[src/rtl/vx_weighted_fair_arbiter_pkg.sv]
// Shared helpers and default sizing for the weighted fair arbiter.
package vx_weighted_fair_arbiter_pkg;

   localparam int unsigned DEF_NUM_REQS     = 4;
   localparam int unsigned DEF_WEIGHT_WIDTH = 4;

   // Index width that stays at least one bit wide for a single requester.
   function automatic int unsigned log2up(input int unsigned n);
      return (n > 1) ? $clog2(n) : 1;
   endfunction

endpackage

[src/rtl/vx_weighted_fair_arbiter_prio.sv]
// Fixed-priority picker: selects the lowest set bit of the request vector.
module vx_weighted_fair_arbiter_prio
   import vx_weighted_fair_arbiter_pkg::*;
#(
   parameter int unsigned NUM_REQS     = DEF_NUM_REQS,
   parameter int unsigned LOG_NUM_REQS = log2up(NUM_REQS)
) (
   input  logic [NUM_REQS-1:0]     requests,
   output logic [LOG_NUM_REQS-1:0] index_c,
   output logic [NUM_REQS-1:0]     onehot_c
);

   logic found;

   always_comb begin
      index_c = '0;
      found   = 1'b0;
      for (int i = 0; i < NUM_REQS; i++) begin
         if (requests[i] && !found) begin
            found   = 1'b1;
            index_c = LOG_NUM_REQS'(i);
         end
      end
   end

   // Isolate the lowest set bit.
   assign onehot_c = requests & ~(requests - NUM_REQS'(1));

endmodule

[src/rtl/vx_weighted_fair_arbiter.sv]
// Round-based fair arbiter where each requester may keep the grant for
// weight+1 consecutive accepted grants before the round moves on.
module vx_weighted_fair_arbiter
   import vx_weighted_fair_arbiter_pkg::*;
#(
   parameter int unsigned NUM_REQS     = DEF_NUM_REQS,
   parameter int unsigned WEIGHT_WIDTH = DEF_WEIGHT_WIDTH,
   parameter bit          LOCK_ENABLE  = 1'b0,
   parameter int unsigned LOG_NUM_REQS = log2up(NUM_REQS)
) (
   input  logic                             clk,
   input  logic                             reset_n,
   input  logic                             unlock,
   input  logic [NUM_REQS-1:0]              requests,
   input  logic [NUM_REQS*WEIGHT_WIDTH-1:0] weights,
   output logic [LOG_NUM_REQS-1:0]          grant_index,
   output logic [NUM_REQS-1:0]              grant_onehot,
   output logic                             grant_valid,
   output logic                             grant_last
);

   logic [NUM_REQS-1:0]     round_mask;
   logic                    owner_valid;
   logic [LOG_NUM_REQS-1:0] owner_idx;
   logic [WEIGHT_WIDTH-1:0] remain;

   logic [WEIGHT_WIDTH-1:0] weight_arr [NUM_REQS];
   logic [NUM_REQS-1:0]     active;
   logic [NUM_REQS-1:0]     base;
   logic [LOG_NUM_REQS-1:0] prio_idx;
   logic [NUM_REQS-1:0]     prio_oh;
   logic                    owner_hit;
   logic                    adv;

   always_comb begin
      for (int i = 0; i < NUM_REQS; i++) begin
         weight_arr[i] = weights[i*WEIGHT_WIDTH +: WEIGHT_WIDTH];
      end
   end

   // A new round begins whenever nobody left in the current round is asking.
   assign active      = round_mask & requests;
   assign base        = (|active) ? active : requests;
   assign owner_hit   = owner_valid && requests[owner_idx];
   assign adv         = (LOCK_ENABLE == 1'b0) || unlock;
   assign grant_valid = |requests;

   vx_weighted_fair_arbiter_prio #(
      .NUM_REQS     (NUM_REQS),
      .LOG_NUM_REQS (LOG_NUM_REQS)
   ) u_prio (
      .requests (base),
      .index_c  (prio_idx),
      .onehot_c (prio_oh)
   );

   // Burst owner overrides the round picker while it keeps requesting.
   always_comb begin
      grant_index  = prio_idx;
      grant_onehot = prio_oh;
      grant_last   = 1'b0;
      if (owner_hit) begin
         grant_index  = owner_idx;
         grant_onehot = NUM_REQS'(1) << owner_idx;
         grant_last   = (remain == WEIGHT_WIDTH'(1));
      end else if (grant_valid) begin
         grant_last   = (weight_arr[prio_idx] == '0);
      end
   end

   always_ff @(posedge clk or negedge reset_n) begin
      if (!reset_n) begin
         round_mask  <= '0;
         owner_valid <= 1'b0;
         owner_idx   <= '0;
         remain      <= '0;
      end else if (adv) begin
         round_mask <= base & ~grant_onehot;
         if (owner_hit) begin
            remain      <= remain - WEIGHT_WIDTH'(1);
            owner_valid <= !grant_last;
         end else if (grant_valid) begin
            // Weight is latched only when a burst starts.
            owner_valid <= !grant_last;
            owner_idx   <= prio_idx;
            remain      <= weight_arr[prio_idx];
         end else begin
            owner_valid <= 1'b0;
         end
      end
   end

endmodule

[config.mk]
export PLATFORM = sky130hd
export DESIGN_NAME = vx_weighted_fair_arbiter
export DESIGN_NICKNAME = d
export VERILOG_FILES = /design/src/rtl/vx_weighted_fair_arbiter_pkg.sv /design/src/rtl/vx_weighted_fair_arbiter_prio.sv /design/src/rtl/vx_weighted_fair_arbiter.sv
export SDC_FILE = /design/constraint.sdc
export NUM_CORES = 1
export LEC_CHECK = 0
export CORE_ASPECT_RATIO = 0.5
export CORE_MARGIN = 3
export CORE_UTILIZATION = 25
export CTS_CLUSTER_SIZE = 40
export DETAILED_ROUTE_END_ITERATION = 12
export PLACE_DENSITY = 0.47
export SLEW_MARGIN = 20
export SYNTH_ARGS = -nofsm -noshare
export SYNTH_HDL_FRONTEND = slang
export SYNTH_SLANG_ARGS = --single-unit
[constraint.sdc]
create_clock -name clk -period 5.2 [get_ports clk]
set_input_delay 1.04 -clock clk [delete_from_list [all_inputs] [get_ports clk]]
set_output_delay 1.04 -clock clk [all_outputs]
set_load 0.01 [all_outputs]
==> flow_metrics.tcl, run 1 <==
set metrics [dict create \
    status "completed" \
    finClkSkew_ns 0.001567 \
    synth_top_area_cell "dfrtp_1" \
    synth_compound_area_share_pct 27.53 \
    fin_cells 199 \
    fmax_mhz 216.1 \
    wl_per_cell_um 13.82 \
    endpoint_kind "output pin" \
    hp-class "flop to flop" \
    core_area_um2 3660 \
    avgViaCountPerCell 5.126 \
    synth_top_area_share_pct 27.16 \
    post-cts-setup-buffer-count 0 \
    use_met1_pct 16.62 \
    grt_pass1_wl_mm 4.733 \
    synth_flop_cell "dfrtp_1" \
    dp.cells 195 \
    synth_enable_flop_cells 0 \
    route.detailed.drc 0 \
    ir_drop_mv 0.1413 \
    start_util_pct 27.69 \
    drive_above_1_share_pct 10.81 \
    gp_congestion 0.7394 \
    reg2reg_slack_ns 3.13 \
    syn_avg_cell_area_um2 8.589 \
    diodes 0 \
    final_common_cell "clkdlybuf4s50_1" \
    crit_type "primary input to output pin" \
    met2_usage_pct 19.20 \
    finalSetupTns_ns 0 \
    grt_max_degree 13 \
    overflow 0 \
    drt_iter0_markers 40 \
    p_per_area_nw_per_um2 496.6 \
    netlist_area_um2 1013 \
    ioPinCount 31 \
    grt_setup_unrepaired "no" \
    die_h_um 51.02 \
    synth_fa_ha_area_share_pct 2.469 \
    grt_use_total_pct 12.18 \
    numCtsBuffers 3 \
    die_area_um2 4900 \
    setup_viol 0 \
    clk_latency_ns 0.24 \
    start_kind "primary input" \
    synth-simple-area-share_pct 18.89 \
    h-tree-depth 1 \
    synth_top_family_by_area "compound AO/OA/AOI/OAI gates" \
    syn_inst 118 \
    ys_ff_latch 11 \
    wl_mm 2.750 \
    grt_antenna_before_repair 0 \
    dr.pass1.iters 4 \
    nets 174 \
    synth_nets 143 \
    crit_path_end "grant_last" \
    grt-busiest-layer "met2" \
    cap_violations 0 \
    grt_pass1_vias 1000 \
    dieWidth_um 96.05 \
    port_buffers 29 \
    final_cell_mix "29 x clkdlybuf4s50_1, 17 x nand2_1, 11 x dfrtp_1, 10 x mux2i_1, 9 x nor2_1" \
    vias 1020 \
    yosysWarningCount 0 \
    r2r_start "round_mask[1]$_DFF_PN0_" \
    leakage_nw 0.5642 \
    rr_endpoint "remain[0]$_DFFE_PN0P_" \
    period_share_pct 89.00 \
    critPathLaunch "requests[0]" \
    finalCriticalPeriod_ns 4.628 \
    ant_nets 0 \
    clockRootBuffer "clkbuf_8" \
    n_fill_cell 394 \
    row_count 15 \
    ys_top_cells_by_area "dfrtp_1 27%, mux2i_1 9.9%, nand2_1 6.3%, mux2_2 4.4%, o21ai_0 4.0%" \
    use_met3_pct 3.529 \
    syn2layout_area_growth_pct 36.67 \
    ys_seq_area_share_pct 27.16 \
    reg2regPathDepth 6 \
    hold_viol 0 \
    drv_slew 0 \
    clock_sinks 11 \
    relSlewSlack_pct 65.45 \
    cts.repair.resized 0 \
    arrival_ns 3.59 \
    synth-xor-area-share_pct 1.728 \
    cts.clk_slew.worst_paths_ns 0.05 \
    synth_cell_types 36 \
    cts_tree "built" \
    async_flop_share_pct 100.0 \
    worstPathMaxFanout 12 \
    dp_hpwl_mm 2.188 \
    worst_pin_slew_ns 0.5166 \
    crit_required_ns 4.16 \
    clock_path_buffers 2 \
    cts-hold-fix-buffers 0 \
    synthMuxAreaShare_pct 15.80 \
]
layout make-up:
| class | instances | area [µm²] | area share [%] |
|---|---|---|---|
| Multi-Input combinational cell | 97 | 673.1 | 48.60 |
| Sequential cell | 11 | 275.3 | 19.87 |
| Tap cell | 51 | 63.81 | 4.607 |
| Inverter | 4 | 15.01 | 1.084 |
| Timing Repair Buffer | 32 | 312.8 | 22.58 |
| Clock buffer | 4 | 45.04 | 3.252 |
cell families (layout without fill, tap and decap cells):
group,count (synthesis),after routing
flops,11,11
buf+inv,10,40
fa+ha+maj,2,2
xor+xnor,2,2
simple gates,40,40
compound gates,38,38
mux,15,15
cells in the mapped netlist (all sizes together), types with 2 or more instances:
master / number
a22o: 3
nor3b: 3
o21ai: 8
nor4: 4
a22oi: 2
mux2i: 10
dfrtp: 11
inv: 4
o21bai: 2
mux2: 5
nor3: 3
o22ai: 5
nor2: 10
o2111ai: 2
buf: 5
xor2: 2
a21oi: 7
o211ai: 3
nand2: 17
ha: 2
state kept, by name (all words and copies together), names as in the netlist:
| register | flops |
|---|---|
| round_mask | 4 |
| remain | 4 |
| owner_idx | 2 |
| owner_valid | 1 |
metrics by stage:
stage | worst slack (ns) | util (%) | power, mW | hold slack, ns | cell area, µm²
floorplan | 1.797 | - | 0.4612 | 0.5543 | 1013
global placement | 0.6009 | 36.62 | 0.5993 | 0.5654 | 1340
detailed placement | 0.5901 | 36.62 | 0.6009 | 0.5673 | 1340
CTS | 0.6007 | 37.85 | 0.6928 | 0.5906 | 1385
global route | 0.4436 | 37.85 | 0.7531 | 0.6139 | 1385
finish | 0.5721 | 37.85 | 0.6879 | 0.5931 | 1385
critical path, stage by stage:
cell,delay (ns)
clkdlybuf4s50_1,0.64
nor2_1,0.39
a221oi_1,0.17
a2111oi_4,0.31
mux2_4,0.35
o22ai_1,0.13
clkdlybuf4s50_1,0.55
worst min path at each step:
stage                                 start                       to  slack, ns  cells after the start
floorplan           round_mask[2]$_DFF_PN0_  round_mask[2]$_DFF_PN0_       0.55                      2
global placement      owner_valid$_DFF_PN0_  round_mask[0]$_DFF_PN0_       0.57                      2
detailed placement    owner_valid$_DFF_PN0_  round_mask[0]$_DFF_PN0_       0.57                      2
CTS                   owner_valid$_DFF_PN0_  round_mask[0]$_DFF_PN0_       0.59                      2
global route          owner_valid$_DFF_PN0_  round_mask[0]$_DFF_PN0_       0.61                      2
finish                owner_valid$_DFF_PN0_  round_mask[0]$_DFF_PN0_       0.59                      2
power by group:
group          switching (mW)  internal (mW)  total, mW
Combinational           0.209          0.213      0.422
Clock                  0.0336         0.0540     0.0876
Sequential             0.0528          0.125      0.178
routing by layer:
| layer | wire [µm] | part of all wire (%) | vias up |
|---|---|---|---|
| met5 | 0 | 0 | - |
| met4 | 10 | 0.36 | 0 |
| met3 | 89 | 3.2 | 2 |
| met2 | 1257 | 46 | 19 |
| met1 | 1392 | 51 | 494 |
| li1 | - | - | 505 |
Note: power is estimated with default switching activity, not from simulation.
==> run 2: changes to the inputs <==
--- a/config.mk
+++ b/config.mk
@@ -10,7 +10,6 @@
 export CORE_UTILIZATION = 25
 export CTS_CLUSTER_SIZE = 40
 export DETAILED_ROUTE_END_ITERATION = 12
-export PLACE_DENSITY = 0.47
 export SLEW_MARGIN = 20
 export SYNTH_ARGS = -nofsm -noshare
 export SYNTH_HDL_FRONTEND = slang
==> run 2 against run 1 <==
Compared with the run above:
- register-to-register slack got worse by 0.02 ns
- sequential power barely moved
- routed wire length rose by 0.47%
- first-iteration DRC count rose by 40%
- maximum frequency rose by 0.95%
- design area fell by 0.54%
- power fell by 1.2%
- final cell count fell by 0.50%
- sequential cell count did not move
- critical endpoint unchanged
==> flow_metrics.tcl, run 2 (same netlist as run 1, synthesis figures left out) <==
set metrics [dict create \
    finalSetupTns_ns 0 \
    worstPathMaxFanout 12 \
    dp.cells 194 \
    cts.repair.resized 0 \
    utilization_pct 37.64 \
    port_buffers 29 \
    drt_iter0_markers 56 \
    crit_required_ns 4.16 \
    grt_use_total_pct 12.61 \
    hp-class "flop to flop" \
    regArea_um2 275.3 \
    period_share_pct 88.16 \
    core_area_um2 3660 \
    clockRootBuffer "clkbuf_8" \
    final_cell_mix "29 x clkdlybuf4s50_1, 17 x nand2_1, 11 x dfrtp_1, 10 x mux2i_1, 9 x nor2_1" \
    grt_pass1_vias 1048 \
    clock_sinks 11 \
    grt_antenna_before_repair 0 \
    dp_slack_ns 0.6061 \
    arrival_ns 3.54 \
    largestRegisters "remain (4), round_mask (4), owner_idx (2)" \
    numCtsBuffers 3 \
    ant_nets 0 \
    post-cts-setup-buffer-count 0 \
    fin_cells 198 \
    clock_path_buffers 2 \
    die_area_um2 4900 \
    finClkSkew_ns 0.002833 \
    dieWidth_um 96.05 \
    syn2layout_area_growth_pct 35.93 \
    p_per_area_nw_per_um2 493.1 \
    dp_hpwl_mm 2.190 \
    vias 975 \
    status "completed" \
    overflow 0 \
    worst_pin_slew_ns 0.6278 \
    endpoint_kind "output pin" \
    h-tree-depth 1 \
    wl_mm 2.763 \
    cts.clk_slew.worst_paths_ns 0.05 \
    fmax_mhz 218.1 \
    setup_viol 0 \
    n_fill_cell 389 \
    layout_setup_ws_ns 0.6155 \
    diodes 0 \
    grt_max_degree 15 \
    dr.pass1.iters 4 \
    avgViaCountPerCell 4.924 \
    grt_pass1_wl_mm 4.933 \
    multi_input_area_um2 673.1 \
    drv_slew 0 \
    wl_per_cell_um 13.95 \
    hold_viol 0 \
    grt_setup_unrepaired "no" \
    route.detailed.drc 0 \
    die_h_um 51.02 \
    row_count 15 \
    start_util_pct 27.69 \
    ir_drop_mv 0.1321 \
    start_kind "primary input" \
    nets 173 \
    gp_congestion 0.7310 \
    cts_tree "built" \
    finalCriticalPeriod_ns 4.585 \
    cap_violations 0 \
    crit_type "primary input to output pin" \
    relSlewSlack_pct 58.03 \
    leakage_nw 0.5596 \
    ioPinCount 31 \
    final_common_cell "clkdlybuf4s50_1" \
    clk_latency_ns 0.24 \
    cts-hold-fix-buffers 0 \
    drive_above_1_share_pct 10.20 \
]
run 2: final cells by class:
type,instances,share of cell area (%)
Multi-Input combinational cell,97,48.86
Timing Repair Buffer,31,22.16
Sequential cell,11,19.98
Tap cell,51,4.632
Clock buffer,4,3.270
Inverter,4,1.090
run 2: metal layers:
layer  track usage, %  vias up  wire length (µm)
li1                 -      506                 -
met1            16.46      457              1354
met2            21.71       12              1344
met3            2.647        0                64
met4            2.123        0                 0
met5                0        -                 0
run 2: path summary, 6_finish.rpt:
kind                                               from                       to  slack, ns  cells after the start
worst min register to register  round_mask[2]$_DFF_PN0_  round_mask[2]$_DFF_PN0_       0.62                      2
worst max register to register  round_mask[1]$_DFF_PN0_    remain[0]$_DFFE_PN0P_       3.11                      6
min in group asynchronous                       reset_n  round_mask[3]$_DFF_PN0_       1.15                      1
worst min-delay path            round_mask[2]$_DFF_PN0_  round_mask[2]$_DFF_PN0_       0.62                      2
max in group asynchronous                       reset_n    remain[1]$_DFFE_PN0P_       3.70                      1
worst max-delay path                        requests[0]               grant_last       0.62                      7
run 2: report_power, final:
group	total (mW)	internal (mW)	switching [mW]
combinational	0.416	0.207	0.209
clock	0.0867	0.0539	0.0328
sequential	0.177	0.125	0.0516
total	0.679	0.386	0.293
run 2: worst max-delay path, cell delays in order:
cell and delay (ns):
clkdlybuf4s50_1 0.63, nor2_1 0.36, a221oi_1 0.17, a2111oi_4 0.28, mux2_4 0.34, o22ai_1 0.15, clkdlybuf4s50_1 0.57
run 2: through the flow:
stage	area, µm²	hold WS (ns)	total power [mW]
CTS	1378	0.6256	0.6841
global placement	1333	0.6118	0.5847
finish	1378	0.6161	0.6793
floorplan	1013	0.5543	0.4612
detailed placement	1333	0.6085	0.5936
global route	1378	0.6749	0.7454
==> run 3: changes to the inputs <==
--- a/config.mk
+++ b/config.mk
@@ -10,6 +10,8 @@
 export CORE_UTILIZATION = 25
 export CTS_CLUSTER_SIZE = 40
 export DETAILED_ROUTE_END_ITERATION = 12
+export DONT_BUFFER_PORTS = 1
+export PLACE_DENSITY = 0.44
 export SLEW_MARGIN = 20
 export SYNTH_ARGS = -nofsm -noshare
 export SYNTH_HDL_FRONTEND = slang
==> run 3 against run 2 <==
Compared with the run above:
- sequential cell count unchanged
- via count down 9.8%
- design area down 22%
- largest power group unchanged
- register-to-register slack worse by 0.06 ns
- combinational power down 22%
- utilization down 8.3 points
- critical endpoint unchanged
- die area unchanged
- setup slack better by 0.96 ns
==> flow_metrics.tcl, run 3 (same netlist as run 1, synthesis figures left out) <==
set metrics [dict create \
    cts.repair.resized 0 \
    grt_antenna_before_repair 0 \
    layout_setup_ws_ns 1.576 \
    final_common_cell "nand2_1" \
    drive_above_1_share_pct 11.21 \
    grt_setup_unrepaired "no" \
    cap_violations 0 \
    diodes 0 \
    grt_use_total_pct 11.64 \
    wl_per_cell_um 15.79 \
    pwr-share-clk_pct 15.1 \
    rr_endpoint "remain[0]$_DFFE_PN0P_" \
    clock_sinks 11 \
    slowest_stage "a2111oi_4" \
    cts_tree "built" \
    hold_slack_ns 0.4887 \
    clockRootBuffer "clkbuf_8" \
    drt_iter0_markers 27 \
    swShare_pct 46.56 \
    final_cell_mix "17 x nand2_1, 11 x dfrtp_1, 10 x mux2i_1, 9 x nor2_1, 8 x o21ai_0" \
    dp.cells 163 \
    worstPathCellList "nor2_1 > a221oi_1 > a2111oi_4 > mux2_4 > o22ai_1" \
    h-tree-depth 1 \
    cts.clk_slew.worst_paths_ns 0.05 \
    vias 879 \
    nets 142 \
    wl_mm 2.637 \
    finalSetupTns_ns 0 \
    cts-hold-fix-buffers 0 \
    p_int_uw 316.5 \
    relSlewSlack_pct 57.32 \
    dr.pass1.iters 4 \
    finClkSkew_ns 0.002342 \
    grt_pass1_vias 890 \
    critical_path_buf_inv_count 0 \
    endpoint_kind "output pin" \
    dp_hpwl_mm 2.045 \
    r2r_start "round_mask[1]$_DFF_PN0_" \
    grt_pass1_wl_mm 4.367 \
    crit_type "primary input to output pin" \
    dieWidth_um 96.05 \
    largestRegisters "remain (4), round_mask (4), owner_idx (2)" \
    critPathTopFamily "compound AO/OA/AOI/OAI gates" \
    dp_slack_ns 1.550 \
    comb_power_share_pct 54.6 \
    ant_nets 0 \
    worst_pin_slew_ns 0.6396 \
    arrival_ns 2.58 \
    utilization_pct 29.30 \
    finalCriticalPeriod_ns 3.624 \
    start_kind "primary input" \
    fmax_mhz 275.9 \
    core_area_um2 3660 \
    setup_viol 0 \
    grt_max_degree 15 \
    numCtsBuffers 3 \
    start_util_pct 27.69 \
    p_switching_uw 275.7 \
    crit_required_ns 4.16 \
    p_seq_share_pct 30.3 \
    cpPeakStageDelay_ns 0.52 \
    ioPinCount 31 \
    hold_viol 0 \
    avgViaCountPerCell 5.263 \
    worstPathMaxFanout 12 \
    drv_slew 0 \
    route.detailed.drc 0 \
    ir_drop_mv 0.1306 \
    overflow 0 \
    leakage_nw 0.4377 \
    syn2layout_area_growth_pct 5.803 \
    clock_path_buffers 2 \
    hp-class "primary input to async pin" \
    row_count 15 \
    port_buffers 0 \
    period_share_pct 69.69 \
    die_h_um 51.02 \
    fin_cells 167 \
    die_area_um2 4900 \
    post-cts-setup-buffer-count 0 \
    gp_congestion 0.8283 \
    status "completed" \
    clk_latency_ns 0.24 \
    reg2regPathDepth 5 \
    reg2reg_slack_ns 3.05 \
    p_per_area_nw_per_um2 552.4 \
]
==> run 3: cell type report <==
class | count | area, µm²
fill | 412 | 2587
multi-input combinational | 97 | 673.1
inverter | 4 | 15.01
tap | 51 | 63.81
sequential | 11 | 275.3
clock buffer | 4 | 45.04
==> run 3: power by group through the flow <==
stage               Sequential (mW)  Clock [mW]  Combinational, mW
floorplan                     0.152           0              0.309
global placement              0.178           0              0.327
detailed placement            0.179           0              0.328
CTS                           0.178      0.0926              0.330
global route                  0.186      0.0987              0.366
finish                        0.180      0.0895              0.323
==> run 3: stage by stage <==
stage / total power, mW / cell area (µm²)
final: 0.5923 / 1072
after floorplan: 0.4612 / 1013
after global placement: 0.5049 / 1027
after global routing: 0.6506 / 1072
after CTS: 0.6006 / 1072
after detailed placement: 0.5074 / 1027
==> run 3: worst max path at each step <==
stage / from / cells past startpoint / slack (ns) / endpoint
after floorplan: requests[0] / 5 / 1.80 / grant_last
after global placement: requests[0] / 5 / 1.53 / grant_last
after detailed placement: requests[0] / 5 / 1.55 / grant_last
after CTS: requests[0] / 5 / 1.55 / grant_last
after global routing: requests[0] / 5 / 1.43 / grant_last
final: requests[0] / 5 / 1.58 / grant_last
==> run 3: layer usage <==
metal / wire length [µm] / share of wire (%) / GRT usage [%]
met5: 0 / 0 / 0
met4: 15 / 0.57 / 2.123
met3: 184 / 7.0 / 5.147
met2: 1223 / 46 / 18.63
met1: 1213 / 46 / 14.59
